--- config.mk ---
export PLATFORM = sky130hd
export DESIGN_NAME = la_aosop_pipe
export DESIGN_NICKNAME = d
export VERILOG_FILES = /design/src/rtl/la_aosop_pipe.sv
export SDC_FILE = /design/constraint.sdc
export NUM_CORES = 1
export LEC_CHECK = 0
export ABC_CLOCK_PERIOD_IN_PS = 1900
export BUFFER_PORTS_ARGS = -buffer_cell sky130_fd_sc_hd__buf_2
export CAP_MARGIN = 20
export CORE_AREA = 2 2 73 75
export CTS_CLUSTER_SIZE = 12
export DETAILED_ROUTE_END_ITERATION = 7
export DIE_AREA = 0 0 75 77
export PLACE_DENSITY = 0.76
export SLEW_MARGIN = 0
export SYNTH_ARGS = -nofsm -noshare
export SYNTH_HDL_FRONTEND = slang
export SYNTH_SLANG_ARGS = --single-unit
--- constraint.sdc ---
create_clock -name clk -period 1.9 [get_ports clk]
set_input_delay 0.095 -clock clk [delete_from_list [all_inputs] [get_ports clk]]
set_output_delay 0.095 -clock clk [all_outputs]
set_load 0.05 [all_outputs]
--- src/rtl/la_aosop_pipe.sv ---
// Pipelined AND-OR (sum-of-products) datapath: N masked product terms of K inputs,
// W bits per lane, optional inversion, two-stage valid/ready pipeline and saturating hit counter.
module la_aosop_pipe #(
    parameter int W    = 8,
    parameter int N    = 3,
    parameter int K    = 2,
    parameter int CW   = 16,
    parameter     PROP = "DEFAULT"
) (
    input  logic               clk,
    input  logic               nreset,
    input  logic               in_valid,
    output logic               in_ready,
    input  logic [N*K*W-1:0]   in_data,
    input  logic [N-1:0]       in_mask,
    input  logic               in_inv,
    output logic               out_valid,
    input  logic               out_ready,
    output logic [W-1:0]       out_z,
    input  logic               cnt_clr,
    output logic [CW-1:0]      hit_cnt
);

    localparam logic [CW-1:0] CNT_MAX = {CW{1'b1}};

    logic [N*W-1:0] r_terms1;
    logic           r_inv1;
    logic           r_v1;
    logic [W-1:0]   r_z2;
    logic           r_v2;
    logic [CW-1:0]  r_cnt;

    logic [N*W-1:0] w_terms;
    logic [W-1:0]   w_or;
    logic [W-1:0]   w_z;
    logic           w_rdy1;
    logic           w_rdy2;
    logic           w_hit;

    // The property string selects no alternative implementation here.
    if (PROP == "") begin : g_prop_empty
    end

    // Each term starts from its mask bit so a disabled term reduces to zero.
    for (genvar gi = 0; gi < N; gi++) begin : g_term
        logic [W-1:0] w_prod;
        always_comb begin
            w_prod = {W{in_mask[gi]}};
            for (int k = 0; k < K; k++) begin
                w_prod = w_prod & in_data[((gi*K)+k)*W +: W];
            end
        end
        assign w_terms[gi*W +: W] = w_prod;
    end

    always_comb begin
        w_or = '0;
        for (int t = 0; t < N; t++) begin
            w_or = w_or | r_terms1[t*W +: W];
        end
    end

    assign w_z      = w_or ^ {W{r_inv1}};
    assign w_rdy2   = !r_v2 || out_ready;
    assign w_rdy1   = !r_v1 || w_rdy2;
    assign w_hit    = r_v2 && out_ready && (r_z2 != '0);

    assign in_ready  = w_rdy1;
    assign out_valid = r_v2;
    assign out_z     = r_z2;
    assign hit_cnt   = r_cnt;

    always_ff @(posedge clk) begin
        if (!nreset) begin
            r_terms1 <= '0;
            r_inv1   <= 1'b0;
            r_v1     <= 1'b0;
            r_z2     <= '0;
            r_v2     <= 1'b0;
            r_cnt    <= '0;
        end else begin
            // Stage 1 refills (or empties) whenever stage 2 can take its contents.
            if (w_rdy1) begin
                r_v1 <= in_valid;
                if (in_valid) begin
                    r_terms1 <= w_terms;
                    r_inv1   <= in_inv;
                end
            end
            if (w_rdy2) begin
                r_v2 <= r_v1;
                if (r_v1) begin
                    r_z2 <= w_z;
                end
            end
            if (cnt_clr) begin
                r_cnt <= '0;
            end else if (w_hit && (r_cnt != CNT_MAX)) begin
                r_cnt <= r_cnt + CW'(1);
            end
        end
    end

endmodule

==> impl_metrics.env <==
export IMPL_synthesized_area_um2=2340
export IMPL_ys_warn_count=0
export IMPL_fp_dieArea_um2=5780
export IMPL_worst_path_dominant_cell_family="simple AND/OR/NAND/NOR gates"
export IMPL_grt_start_max_net_pins=36
export IMPL_slowest_delay_ps=390
export IMPL_place_detailed_hpwl_um=3890
export IMPL_postCtsHoldBufs=0
export IMPL_avgRoutedWirePerCell_um=12.7
export IMPL_final_period_utilization=0.908
export IMPL_clk_pin_slew_ps=90
export IMPL_maxCapViolations=0
export IMPL_grt_setup_unrepaired="false"
export IMPL_ioPinCount=83
export IMPL_setup_viol_count_final=0
export IMPL_drive_above_1_share=0.320
export IMPL_slew_violations=0
export IMPL_critPathBufInv=0
export IMPL_worstPathRequired_ps=2140
export IMPL_ys_types=37
export IMPL_drt_iter0_drc=171
export IMPL_route_detailed_drc=0
export IMPL_totalWireLength_um=5160
export IMPL_synth_seq_cells=51
export IMPL_final_instance_count_excl_fill=408
export IMPL_port_buffers=82
export IMPL_worst_slew_pin_transition_ps=462
export IMPL_final_design_area_no_fill_um2=2900
export IMPL_status="complete, no violations"
export IMPL_timing_worst_setup_path_type="flop to flop"
export IMPL_slowest_cell_on_crit_path="sky130_fd_sc_hd__or3_1"
export IMPL_ant_nets=0
export IMPL_track_usage=0.190
export IMPL_whs_ps=50.9
export IMPL_start_util=0.469
export IMPL_worst_ir_drop_vdd_v=0.000444
export IMPL_netlist_area_leader_share=0.437
export IMPL_post_route_util=0.583
export IMPL_worstPathMaxFanout=9
export IMPL_clock_latency_ps=300
export IMPL_global_route_wire_length_before_repair_um=8680
export IMPL_cts_htree_levels=2
export IMPL_max_slew_margin_rel=0.692
export IMPL_antenna_found_initial=0
export IMPL_postPlaceCellArea_um2=2800
export IMPL_p_per_area_nw_per_um2=714
export IMPL_antennaDiodeCount=0
export IMPL_number_of_buffers_created_by_cts=5
export IMPL_power_leakage_uw=0.00118
export IMPL_number_of_vias_after_detailed_routing=2094
export IMPL_seq_total_area_yosys=0.437
export IMPL_areaGrowthSynthToFinish_pct=24.3
export IMPL_post_place_cells=401
export IMPL_core_rowCount=26
export IMPL_detailedRoute_firstPassIterationCount=4
export IMPL_finish_net_count=396
export IMPL_hold_viol=0
export IMPL_root_buffer="sky130_fd_sc_hd__clkbuf_8"
export IMPL_synth_top_area_cell="sky130_fd_sc_hd__dfxtp_1"
export IMPL_grt_overflow=0
export IMPL_grt_pass1_vias=1943
export IMPL_core_area_um2=4980
export IMPL_cp_arrival_ps=1960
export IMPL_netlist_top_cells_area="sky130_fd_sc_hd__dfxtp_1 (44%), sky130_fd_sc_hd__a21boi_0 (7.4%), sky130_fd_sc_hd__nand4_1 (7.2%)"
export IMPL_crit_end_element="flop"
export IMPL_gpl_final_weighted_congestion=0.783
export IMPL_synthCells=261
export IMPL_min_period_ps=1720
export IMPL_viasPerCell=5.13
export IMPL_die_height_um=77
export IMPL_worst_setup_path_start_kind="flop"
export IMPL_cts_buffer_depth=2
export IMPL_clock_tree_from_tritoncts="built"
export IMPL_finalClockSkew_ps=9.98
export IMPL_clock_fmax_mhz=580
export IMPL_critical_path_cell_chain="ha_1 -> and2_1 -> nand4_4 -> o2111ai_4 -> or3_1 -> a21oi_1"
export IMPL_tritoncts_num_sinks=51
export IMPL_setup_total_negative_slack_ps=0
export IMPL_syn_nets=319
export IMPL_fp_dieW_um=75
export IMPL_postSynthAreaPerCell_um2=8.95
export IMPL_min_path_type="input pin to flop"
## timing repair
item                       CTS  global route
setup endpoints to repair    0            17
hold endpoints to repair     0             0
gates resized for setup      0             1
buffers inserted             0             0
## registers in the layout, summed over array words and instances, names as in the netlist
signal     count
out_z          8
out_valid      1
r_inv1         1
hit_cnt       16
r_v1           1
r_terms1      24
## cell type report
type | count | area (µm²)
clock buffer | 5 | 68.8
clock inverter | 2 | 37.5
fill | 473 | 2070
multi-input combinational | 193 | 1240
sequential | 51 | 1020
tap | 70 | 87.6
timing repair buffer | 87 | 448
## placed cells by master, fill, tap and decap left out, types with 2 or more instances in the layout
| master | netlist | routed |
|---|---|---|
| sky130_fd_sc_hd__a21oi_1 | 6 | 6 |
| sky130_fd_sc_hd__o211ai_1 | 3 | 3 |
| sky130_fd_sc_hd__and4_4 | 2 | 2 |
| sky130_fd_sc_hd__nand2b_1 | 2 | 2 |
| sky130_fd_sc_hd__o21ai_0 | 8 | 8 |
| sky130_fd_sc_hd__a21boi_0 | 23 | 23 |
| sky130_fd_sc_hd__nor4_2 | 2 | 2 |
| sky130_fd_sc_hd__buf_4 | 0 | 5 |
| sky130_fd_sc_hd__o2111ai_1 | 4 | 4 |
| sky130_fd_sc_hd__o21ai_1 | 4 | 4 |
| sky130_fd_sc_hd__nand3_1 | 2 | 2 |
| sky130_fd_sc_hd__buf_2 | 8 | 82 |
| sky130_fd_sc_hd__xor2_1 | 17 | 17 |
| sky130_fd_sc_hd__dfxtp_1 | 51 | 48 |
| sky130_fd_sc_hd__or3_1 | 4 | 4 |
| sky130_fd_sc_hd__nand4_1 | 27 | 27 |
| sky130_fd_sc_hd__and3_1 | 3 | 3 |
| sky130_fd_sc_hd__a21boi_1 | 2 | 2 |
| sky130_fd_sc_hd__nor3_1 | 8 | 8 |
| sky130_fd_sc_hd__nor2b_1 | 3 | 3 |
| sky130_fd_sc_hd__dfxtp_2 | 0 | 3 |
| sky130_fd_sc_hd__nand2_1 | 40 | 39 |
| sky130_fd_sc_hd__clkbuf_8 | 0 | 5 |
| sky130_fd_sc_hd__nor2_1 | 10 | 10 |
| sky130_fd_sc_hd__and2_1 | 12 | 11 |
## worst reg2reg max path: stages, from the launching register on
cell	delay, ps
sky130_fd_sc_hd__dfxtp_2	340
sky130_fd_sc_hd__ha_1	200
sky130_fd_sc_hd__and2_1	230
sky130_fd_sc_hd__nand4_4	180
sky130_fd_sc_hd__o2111ai_4	190
sky130_fd_sc_hd__or3_1	390
sky130_fd_sc_hd__a21oi_1	130
## per-layer routing
metal | vias up | GRT usage | part of all wire
li1 | 1088 | - | -
met1 | 926 | 0.281 | 0.49
met2 | 68 | 0.274 | 0.43
met3 | 12 | 0.0289 | 0.057
met4 | 0 | 0.0732 | 0.019
met5 | - | 0 | 0
## where the power goes
part           switching, µW  internal (µW)  total (µW)
clock                    355            385         740
combinational            127           94.7         222
sequential              19.5           1090        1110
## cells by family after synthesis
family | Yosys count | share of synthesized area
AOI/OAI and AO/OA | 54 | 0.169
xor gates and xnor gates | 17 | 0.0637
adders and majority gates | 1 | 0.00536
buffers and inverters | 17 | 0.0353
DFF | 51 | 0.437
muxes | 1 | 0.00429
and+or+nand+nor | 120 | 0.285
## synthesized netlist by cell type (all sizes together)
library cell  instances
dfxtp                51
nand2                40
nand4                28
a21boi               25
xor2                 17
o21ai                13
and2                 12
buf                  10
nor2                 10
nor3                  8
a21oi                 7
clkbuf                7
o2111ai               5
or3                   4
and3                  3
and4                  3
nand3                 3
nor2b                 3
o211ai                3
nand2b                2
nor4                  2
ha                    1
mux2i                 1
nor3b                 1
o21a                  1
or4                   1
## worst paths after layout
path	startpoint	end	slack, ps	cells past startpoint
worst max-delay path	hit_cnt[0]$_SDFFE_PP0P_	hit_cnt[13]$_SDFFE_PP0P_	180	6
worst min-delay path	in_inv	r_inv1$_SDFFE_PN0P_	50	3
worst max register to register	hit_cnt[0]$_SDFFE_PP0P_	hit_cnt[13]$_SDFFE_PP0P_	180	6
worst min register to register	r_terms1[10]$_SDFFE_PN0P_	r_terms1[10]$_SDFFE_PN0P_	460	2
## stage by stage
stage	worst slack, ps	power (µW)
2_1_floorplan	29.8	1270
3_3_place_gp	229	1360
3_5_place_dp	153	1360
4_1_cts	149	2080
5_1_grt	52.8	2150
6_report	175	2070
No activity file was read; power rests on OpenSTA's default activity.
